<file path="config.mk">
export PLATFORM = sky130hd
export DESIGN_NAME = apb_txn_scheduler
export DESIGN_NICKNAME = d
export VERILOG_FILES = /design/src/rtl/apb_txn_scheduler.sv
export SDC_FILE = /design/constraint.sdc
export NUM_CORES = 1
export LEC_CHECK = 0
export CORE_MARGIN = 1.5
export CORE_UTILIZATION = 40
export DETAILED_ROUTE_END_ITERATION = 12
export HOLD_SLACK_MARGIN = 0.1
export PLACE_DENSITY = 0.85
export SLEW_MARGIN = 10
export SYNTH_ARGS = -nofsm -noshare
export SYNTH_HDL_FRONTEND = slang
export SYNTH_SLANG_ARGS = --single-unit
</file>
<file path="constraint.sdc">
create_clock -name s_axi_clk -period 7.1 [get_ports s_axi_clk]
set_clock_uncertainty 0.2 [all_clocks]
set_input_delay 1.42 -clock s_axi_clk [delete_from_list [all_inputs] [get_ports s_axi_clk]]
set_output_delay 1.42 -clock s_axi_clk [all_outputs]
set_load 0.02 [all_outputs]
</file>
<file path="src/rtl/apb_txn_scheduler.sv">
// apb_txn_scheduler
// Bridges AXI4-Lite read/write requests onto a single APB master port.
// Reads and writes are arbitrated round-robin, starting with read after reset.
// Each transaction runs the APB SETUP/ACCESS sequence and returns exactly one
// AXI response.
// Optional feature: define APB_TIMEOUT_EN to abort an ACCESS phase that has
// waited TIMEOUT_CYC cycles without pready. The abort returns SLVERR.
module apb_txn_scheduler #(
   parameter int ADDR_W      = 32,
   parameter int DATA_W      = 32,
   parameter int TIMEOUT_CYC = 16
) (
   input  logic                  s_axi_clk,
   input  logic                  s_axi_areset,
   // AXI4-Lite write address
   input  logic [ADDR_W-1:0]     s_axi_awaddr,
   input  logic                  s_axi_awvalid,
   output logic                  s_axi_awready,
   // AXI4-Lite write data
   input  logic [DATA_W-1:0]     s_axi_wdata,
   input  logic [DATA_W/8-1:0]   s_axi_wstrb,
   input  logic                  s_axi_wvalid,
   output logic                  s_axi_wready,
   // AXI4-Lite write response
   output logic [1:0]            s_axi_bresp,
   output logic                  s_axi_bvalid,
   input  logic                  s_axi_bready,
   // AXI4-Lite read address
   input  logic [ADDR_W-1:0]     s_axi_araddr,
   input  logic                  s_axi_arvalid,
   output logic                  s_axi_arready,
   // AXI4-Lite read data / response
   output logic [DATA_W-1:0]     s_axi_rdata,
   output logic [1:0]            s_axi_rresp,
   output logic                  s_axi_rvalid,
   input  logic                  s_axi_rready,
   // APB master
   output logic [ADDR_W-1:0]     m_apb_paddr,
   output logic                  m_apb_psel,
   output logic                  m_apb_penable,
   output logic                  m_apb_pwrite,
   output logic [DATA_W-1:0]     m_apb_pwdata,
   output logic [DATA_W/8-1:0]   m_apb_pstrb,
   output logic [2:0]            m_apb_pprot,
   input  logic [DATA_W-1:0]     m_apb_prdata,
   input  logic                  m_apb_pready,
   input  logic                  m_apb_pslverr
);

   localparam int STRB_W = DATA_W / 8;

   // A timeout shorter than two ACCESS cycles cannot be honoured.
   if (TIMEOUT_CYC < 2) begin : g_bad_timeout
      $error("apb_txn_scheduler: TIMEOUT_CYC must be at least 2");
   end

   typedef enum logic [1:0] {
      IDLE   = 2'd0,
      SETUP  = 2'd1,
      ACCESS = 2'd2,
      RESP   = 2'd3
   } state_t;

   state_t              state_q,  state_d;
   logic                prio_wr_q, prio_wr_d;  // 1: a write wins the next tie
   logic                write_q,  write_d;     // direction of the captured request
   logic [ADDR_W-1:0]   addr_q,   addr_d;
   logic [DATA_W-1:0]   wdata_q,  wdata_d;
   logic [STRB_W-1:0]   wstrb_q,  wstrb_d;
   logic [DATA_W-1:0]   rdata_q,  rdata_d;
   logic                slverr_q, slverr_d;

`ifdef APB_TIMEOUT_EN
   localparam int TCNT_W = $clog2(TIMEOUT_CYC);
   logic [TCNT_W-1:0]   tcnt_q,   tcnt_d;      // consecutive pready=0 cycles in ACCESS
`endif

   logic rd_elig, wr_elig;
   logic grant_rd, grant_wr;
   logic in_idle, in_resp;

   // Request eligibility and round-robin grant.
   // A write needs its address and data presented together.
   always_comb begin
      in_idle  = (state_q == IDLE);
      in_resp  = (state_q == RESP);
      rd_elig  = s_axi_arvalid;
      wr_elig  = s_axi_awvalid && s_axi_wvalid;
      grant_rd = in_idle && rd_elig && (!wr_elig || !prio_wr_q);
      grant_wr = in_idle && wr_elig && (!rd_elig ||  prio_wr_q);
   end

   // The readies are combinational so that acceptance happens in the IDLE cycle.
   assign s_axi_arready = grant_rd;
   assign s_axi_awready = grant_wr;
   assign s_axi_wready  = grant_wr;

   // APB outputs come only from registered state and captured request fields.
   // This keeps them stable from SETUP through the final ACCESS cycle.
   assign m_apb_psel    = (state_q == SETUP) || (state_q == ACCESS);
   assign m_apb_penable = (state_q == ACCESS);
   assign m_apb_pwrite  = write_q;
   assign m_apb_paddr   = addr_q;
   assign m_apb_pwdata  = wdata_q;
   assign m_apb_pstrb   = wstrb_q;
   assign m_apb_pprot   = 3'b000;

   // AXI responses are presented while in RESP, on the channel that matches the direction.
   assign s_axi_bvalid = in_resp &&  write_q;
   assign s_axi_rvalid = in_resp && !write_q;
   assign s_axi_bresp  = (in_resp &&  write_q && slverr_q) ? 2'b10 : 2'b00;
   assign s_axi_rresp  = (in_resp && !write_q && slverr_q) ? 2'b10 : 2'b00;
   assign s_axi_rdata  = rdata_q;

   // Next-state and capture logic for the transaction sequencer.
   always_comb begin
      state_d   = state_q;
      prio_wr_d = prio_wr_q;
      write_d   = write_q;
      addr_d    = addr_q;
      wdata_d   = wdata_q;
      wstrb_d   = wstrb_q;
      rdata_d   = rdata_q;
      slverr_d  = slverr_q;
`ifdef APB_TIMEOUT_EN
      tcnt_d    = tcnt_q;
`endif
      unique case (state_q)
         IDLE: begin
            if (grant_rd) begin
               // Reads carry no write data; zero it so APB never sees stale data.
               write_d   = 1'b0;
               addr_d    = s_axi_araddr;
               wdata_d   = '0;
               wstrb_d   = '0;
               slverr_d  = 1'b0;
               prio_wr_d = 1'b1;
               state_d   = SETUP;
            end else if (grant_wr) begin
               write_d   = 1'b1;
               addr_d    = s_axi_awaddr;
               wdata_d   = s_axi_wdata;
               wstrb_d   = s_axi_wstrb;
               slverr_d  = 1'b0;
               prio_wr_d = 1'b0;
               state_d   = SETUP;
            end
         end
         SETUP: begin
            state_d = ACCESS;
`ifdef APB_TIMEOUT_EN
            tcnt_d  = '0;
`endif
         end
         ACCESS: begin
            if (m_apb_pready) begin
               // Completion wins over a timeout that would expire in the same cycle.
               if (!write_q) begin
                  rdata_d = m_apb_prdata;
               end
               slverr_d = m_apb_pslverr;
               state_d  = RESP;
            end
`ifdef APB_TIMEOUT_EN
            else if (tcnt_q == TCNT_W'(TIMEOUT_CYC - 1)) begin
               // Hung completer: give up and report SLVERR with no read data.
               if (!write_q) begin
                  rdata_d = '0;
               end
               slverr_d = 1'b1;
               state_d  = RESP;
            end else begin
               tcnt_d = tcnt_q + 1'b1;
            end
`endif
         end
         RESP: begin
            if (write_q ? s_axi_bready : s_axi_rready) begin
               state_d = IDLE;
            end
         end
         default: state_d = IDLE;
      endcase
   end

   // State and capture registers. Reset drops any in-flight transaction without a response.
   always_ff @(posedge s_axi_clk or posedge s_axi_areset) begin
      if (s_axi_areset) begin
         state_q   <= IDLE;
         prio_wr_q <= 1'b0;
         write_q   <= 1'b0;
         addr_q    <= '0;
         wdata_q   <= '0;
         wstrb_q   <= '0;
         rdata_q   <= '0;
         slverr_q  <= 1'b0;
      end else begin
         state_q   <= state_d;
         prio_wr_q <= prio_wr_d;
         write_q   <= write_d;
         addr_q    <= addr_d;
         wdata_q   <= wdata_d;
         wstrb_q   <= wstrb_d;
         rdata_q   <= rdata_d;
         slverr_q  <= slverr_d;
      end
   end

`ifdef APB_TIMEOUT_EN
   // Counter for the hung-completer timeout.
   always_ff @(posedge s_axi_clk or posedge s_axi_areset) begin
      if (s_axi_areset) begin
         tcnt_q <= '0;
      end else begin
         tcnt_q <= tcnt_d;
      end
   end
`endif

endmodule
</file>
# After elaboration in Yosys (flattened, before gate mapping)
# Index checks and enable logic that the tools add are counted.
[word_totals]
register_bits = 105
in_bits = 141
out_inout_bits = 115
wordCells = 59
[classes]
mux = 21
n_reduce_logical = 23
n_bitwise = 1
n_eq_ne = 6
[ops]
columns = ["op", "n"]
rows = [
  ["two-way mux 32 bit", 4],
  ["two-way mux 2 bit", 6],
  ["logical AND 1 bit", 9],
  ["AND reduction 3 bit", 3],
  ["two-way mux 4 bit", 2],
  ["case mux 2 bit (4 select lines)", 1],
  ["two-way mux 1 bit", 7],
  ["equality test 2 bit (second input constant)", 2],
  ["zero test 1 bit", 4],
  ["inequality test 2 x 1 -> 1 bit (second input constant)", 2],
  ["nonzero test 2 bit", 2],
  ["logical OR 1 bit", 3],
  ["inequality test 3 bit (second input constant)", 1],
  ["equality test 2 x 1 -> 1 bit (second input constant)", 1],
  ["zero test 2 bit", 1],
  ["case mux 1 bit (2 select lines)", 1],
  ["AND reduction 2 bit", 1],
  ["inverter 1 bit", 1],
]

# Depth between registers and ports, before layout
[depth]
depth_word = 6
ltp_mapped = 7
depth_no_buf = 6

# Worst setup path before layout
# OpenSTA, ideal clock, no wires.
[synth_path]
kind = "input-to-output"
startpoint = "input s_axi_awvalid"
endpoint = "output s_axi_wready"
t_required_ps = 5480
n_path_buf = 2
t_arrival_ps = 2055
cell_stages = 4
path_slack_ps = 3425
cell_sequence = "nand3_1 -> a21oi_2 -> buf_2 -> buf_4"
[synth_via]
elab_chain_cells = 3
[synth_lines]
columns = ["element", "line_no", "source"]
rows = [
  ["start: declaration", "17", "input logic s_axi_awvalid,"],
  ["logical AND 1 bit", "88", "wr_elig = s_axi_awvalid && s_axi_wvalid;"],
  ["logical AND 1 bit (2 in a row)", "90", "grant_wr = in_idle && wr_elig && (!rd_elig || prio_wr_q);"],
  ["end: declaration", "23", "output logic s_axi_wready,"],
]
# No other way between the ends.

# Final worst setup path
[layout_path]
startpoint = "input s_axi_arvalid"
endpoint = "output s_axi_arready"
[layout_via]
elab_chain_cells = 2
[layout_lines]
columns = ["element", "line_no", "source"]
rows = [
  ["start: declaration", "30", "input logic s_axi_arvalid,"],
  ["logical AND 1 bit (2 in a row)", "89", "grant_rd = in_idle && rd_elig && (!wr_elig || !prio_wr_q);"],
  ["end: declaration", "31", "output logic s_axi_arready,"],
]
# No other way between the ends.

==> impl_metrics.env <==
export IMPL_ant_nets=0
export IMPL_final_period_utilization_pct=73.0
export IMPL_outcome="finished clean"
export IMPL_wl_per_cell_um=16.9
export IMPL_grt_pass1_wl_um=19600
export IMPL_timing_critical_path_to_type="output port"
export IMPL_final_worst_path_period_need_ns=5.18
export IMPL_core_area_um2=10400
export IMPL_tritoncts_num_buffers=9
export IMPL_tritoncts="yes"
export IMPL_vias_in_the_first_global_route=3923
export IMPL_grt_overflow_total=0
export IMPL_first_iter_violations=197
export IMPL_report_final_hold_viol_count=0
export IMPL_drt_pass1_iter_count=5
export IMPL_setup_viols_final=0
export IMPL_ys_warnings_count=0
export IMPL_floorplan_rows=37
export IMPL_antennaDiodeCount=0
export IMPL_clk_transition_reported_paths_ns=0.08
export IMPL_floorplan_die_area_um2=11500
export IMPL_viasPerCell=5.03
export IMPL_ctsHoldBuffers=0
export IMPL_clock_tree_buffer_depth=2
export IMPL_cts_root_buf="sky130_fd_sc_hd__clkbuf_8"
export IMPL_layout_cell_area_non_filler_um2=7060
export IMPL_syn_instance_count=371
export IMPL_ctsHtreeMaxLevel=3
export IMPL_clock_sink_count=105
export IMPL_max_slew_worst_pin_slew_ns=0.800
export IMPL_finalWirelength_um=12700
export IMPL_synthMostInstantiatedCell="sky130_fd_sc_hd__dfrtp_1"
export IMPL_placed_area_um2=6870
export IMPL_groute_usage_overall_pct=22.1
export IMPL_synth_top_cell_area_share_pct=60.6
export IMPL_area_growth_pct=62.8
export IMPL_timing_worst_setup_path_type="input port to output port"
export IMPL_layout_filler_cells=815
export IMPL_place_detailed_hpwl_um=9430
export IMPL_die_height_um=107
export IMPL_netlist_area_um2=4340
export IMPL_number_of_register_bits_inferred_by_synthesis=105
export IMPL_worstPathArrival_ns=3.56
export IMPL_total_nets_final=755
export IMPL_grt_antenna_before_repair=0
export IMPL_post_synth_num_cell_types=28
export IMPL_layout_drive_gt1_share_pct=9.59
export IMPL_data_required_critical_path_ns=5.48
export IMPL_grt_max_degree=55
export IMPL_critical_path_startpoint_type="input port"
export IMPL_max_cap_violations=0
export IMPL_static_leakage_power_uw=0.00308
export IMPL_io_pin_count=256
export IMPL_detailroute_via_count=3775
export IMPL_max_clock_freq_mhz=193
export IMPL_layout_area_seq_um2=2630
export IMPL_drcViolationCount=0
export IMPL_class_of_the_worst_hold_path="register to register"
export IMPL_power_density_nw_per_um2=444
export IMPL_grt_setup_unrepaired="false"
export IMPL_post_synth_most_frequent_cells="sky130_fd_sc_hd__dfrtp_1, sky130_fd_sc_hd__a21oi_1, sky130_fd_sc_hd__nand2_1"
export IMPL_clkLatencyLatePin_ns=0.35
export IMPL_synth_enable_flop_cells=0
export IMPL_vdd_drop_max_uv=228
export IMPL_ctsResizeCount=0
export IMPL_ys_seq_area_share_pct=60.6
export IMPL_postSynth_topFlopCell="sky130_fd_sc_hd__dfrtp_1"
export IMPL_netlist_top_cells_area="sky130_fd_sc_hd__dfrtp_1, sky130_fd_sc_hd__mux2_2, sky130_fd_sc_hd__a21oi_1"
export IMPL_dieWidth_um=107
export IMPL_avg_cell_area_syn_um2=11.7
export IMPL_slew_limit_headroom_pct=46.4
export IMPL_slew_viol_final=0
export IMPL_crit_fanout=35
export IMPL_gpl_final_weighted_congestion=0.825
export IMPL_yosysTopAreaCell="sky130_fd_sc_hd__dfrtp_1"
export IMPL_multi_input_area_um2=1510
export IMPL_start_util_pct=41.6
export IMPL_post_cts_buffers=0
export IMPL_proportion_of_register_bits_with_asynchronous_set_or_reset_after_synthesis_pct=100
export IMPL_buffer_ports_inserted=250
export IMPL_setup_tns_ns=0
## cell usage in the layout, fill, tap and decap left out, types with 5 or more instances in the layout
cell / instances
sky130_fd_sc_hd__dfrtp_1: 105
sky130_fd_sc_hd__a21oi_1: 65
sky130_fd_sc_hd__nor2_1: 34
sky130_fd_sc_hd__a22o_1: 36
sky130_fd_sc_hd__clkdlybuf4s50_1: 250
sky130_fd_sc_hd__mux2_2: 34
sky130_fd_sc_hd__conb_1: 5
sky130_fd_sc_hd__buf_4: 5
sky130_fd_sc_hd__clkbuf_8: 10
sky130_fd_sc_hd__nand2_1: 37
## registers in the layout, summed over array words and instances (netlist names)
signal,cells
m_apb_paddr,32
m_apb_pwrite,1
m_apb_pstrb,4
s_axi_rdata,32
m_apb_pwdata,32
slverr_q,1
state_q,2
prio_wr_q,1
## where the power goes
group | internal (µW) | total, µW | switching, µW
logic | 851 | 1700 | 850
registers | 896 | 1070 | 170
clock network | 174 | 364 | 191
total | 1920 | 3130 | 1210
## worst max-delay path, stage by stage
cell                              delay, ns
sky130_fd_sc_hd__clkdlybuf4s50_1       0.59
sky130_fd_sc_hd__nand3_2               0.09
sky130_fd_sc_hd__buf_4                 0.26
sky130_fd_sc_hd__inv_2                 0.47
sky130_fd_sc_hd__clkdlybuf4s50_1       0.72
## cells by family (layout without fill, tap and decap cells)
group | count (synthesis) | in the layout | synth area share, %
buffers and inverters | 37 | 277 | 5.31
multiplexers | 36 | 36 | 9.29
other | 1 | 5 | 0.0865
adder cells (fa/ha/maj) | 4 | 4 | 1.15
AND/OR/NAND/NOR | 81 | 81 | 7.73
flip-flops | 105 | 105 | 60.6
AO/OA/AOI/OAI | 107 | 107 | 15.8
## per-layer routing
metal	GRT usage, %	part of all wire [%]
met3	6.81	9.1
met2	38.7	49
met1	25.2	39
met5	0	0
met4	8.67	2.6
## final cells by class
class / count / share of cell area [%]
Inverter: 6 / 0.355
Clock buffer: 14 / 2.16
Sequential cell: 105 / 37.2
Timing Repair Buffer: 255 / 36.0
Tap cell: 136 / 2.41
Clock inverter: 2 / 0.532
Multi-Input combinational cell: 233 / 21.3
## final timing paths
| path | start | to | slack (ns) | cells after the start |
|---|---|---|---|---|
| worst max-delay path | s_axi_arvalid | s_axi_arready | 1.92 | 5 |
| worst min-delay path | m_apb_pwdata[6]$_DFFE_PP0P_ | m_apb_pwdata[6]$_DFFE_PP0P_ | 0.30 | 1 |
| worst max register to register | state_q[0]$_DFFE_PP0P_ | m_apb_paddr[28]$_DFFE_PP0P_ | 4.75 | 6 |
| worst min register to register | m_apb_pwdata[6]$_DFFE_PP0P_ | m_apb_pwdata[6]$_DFFE_PP0P_ | 0.30 | 1 |
| max in group asynchronous | s_axi_areset | s_axi_rdata[11]$_DFFE_PP0P_ | 4.29 | 3 |
| min in group asynchronous | s_axi_areset | m_apb_pwdata[22]$_DFFE_PP0P_ | 1.29 | 2 |
## per-stage QoR
stage,std cells,total power [µW],setup WS [ns],hold WS (ns),utilization (%)
floorplan,375,1960,2.72,0.333,-
global route,751,3320,1.80,0.317,67.8
global placement,735,2740,1.94,0.282,65.9
detailed placement,735,2790,1.92,0.281,65.9
CTS,751,3160,1.93,0.309,67.8
finish,751,3130,1.92,0.303,67.8
Note: power is estimated with default switching activity, not from simulation.
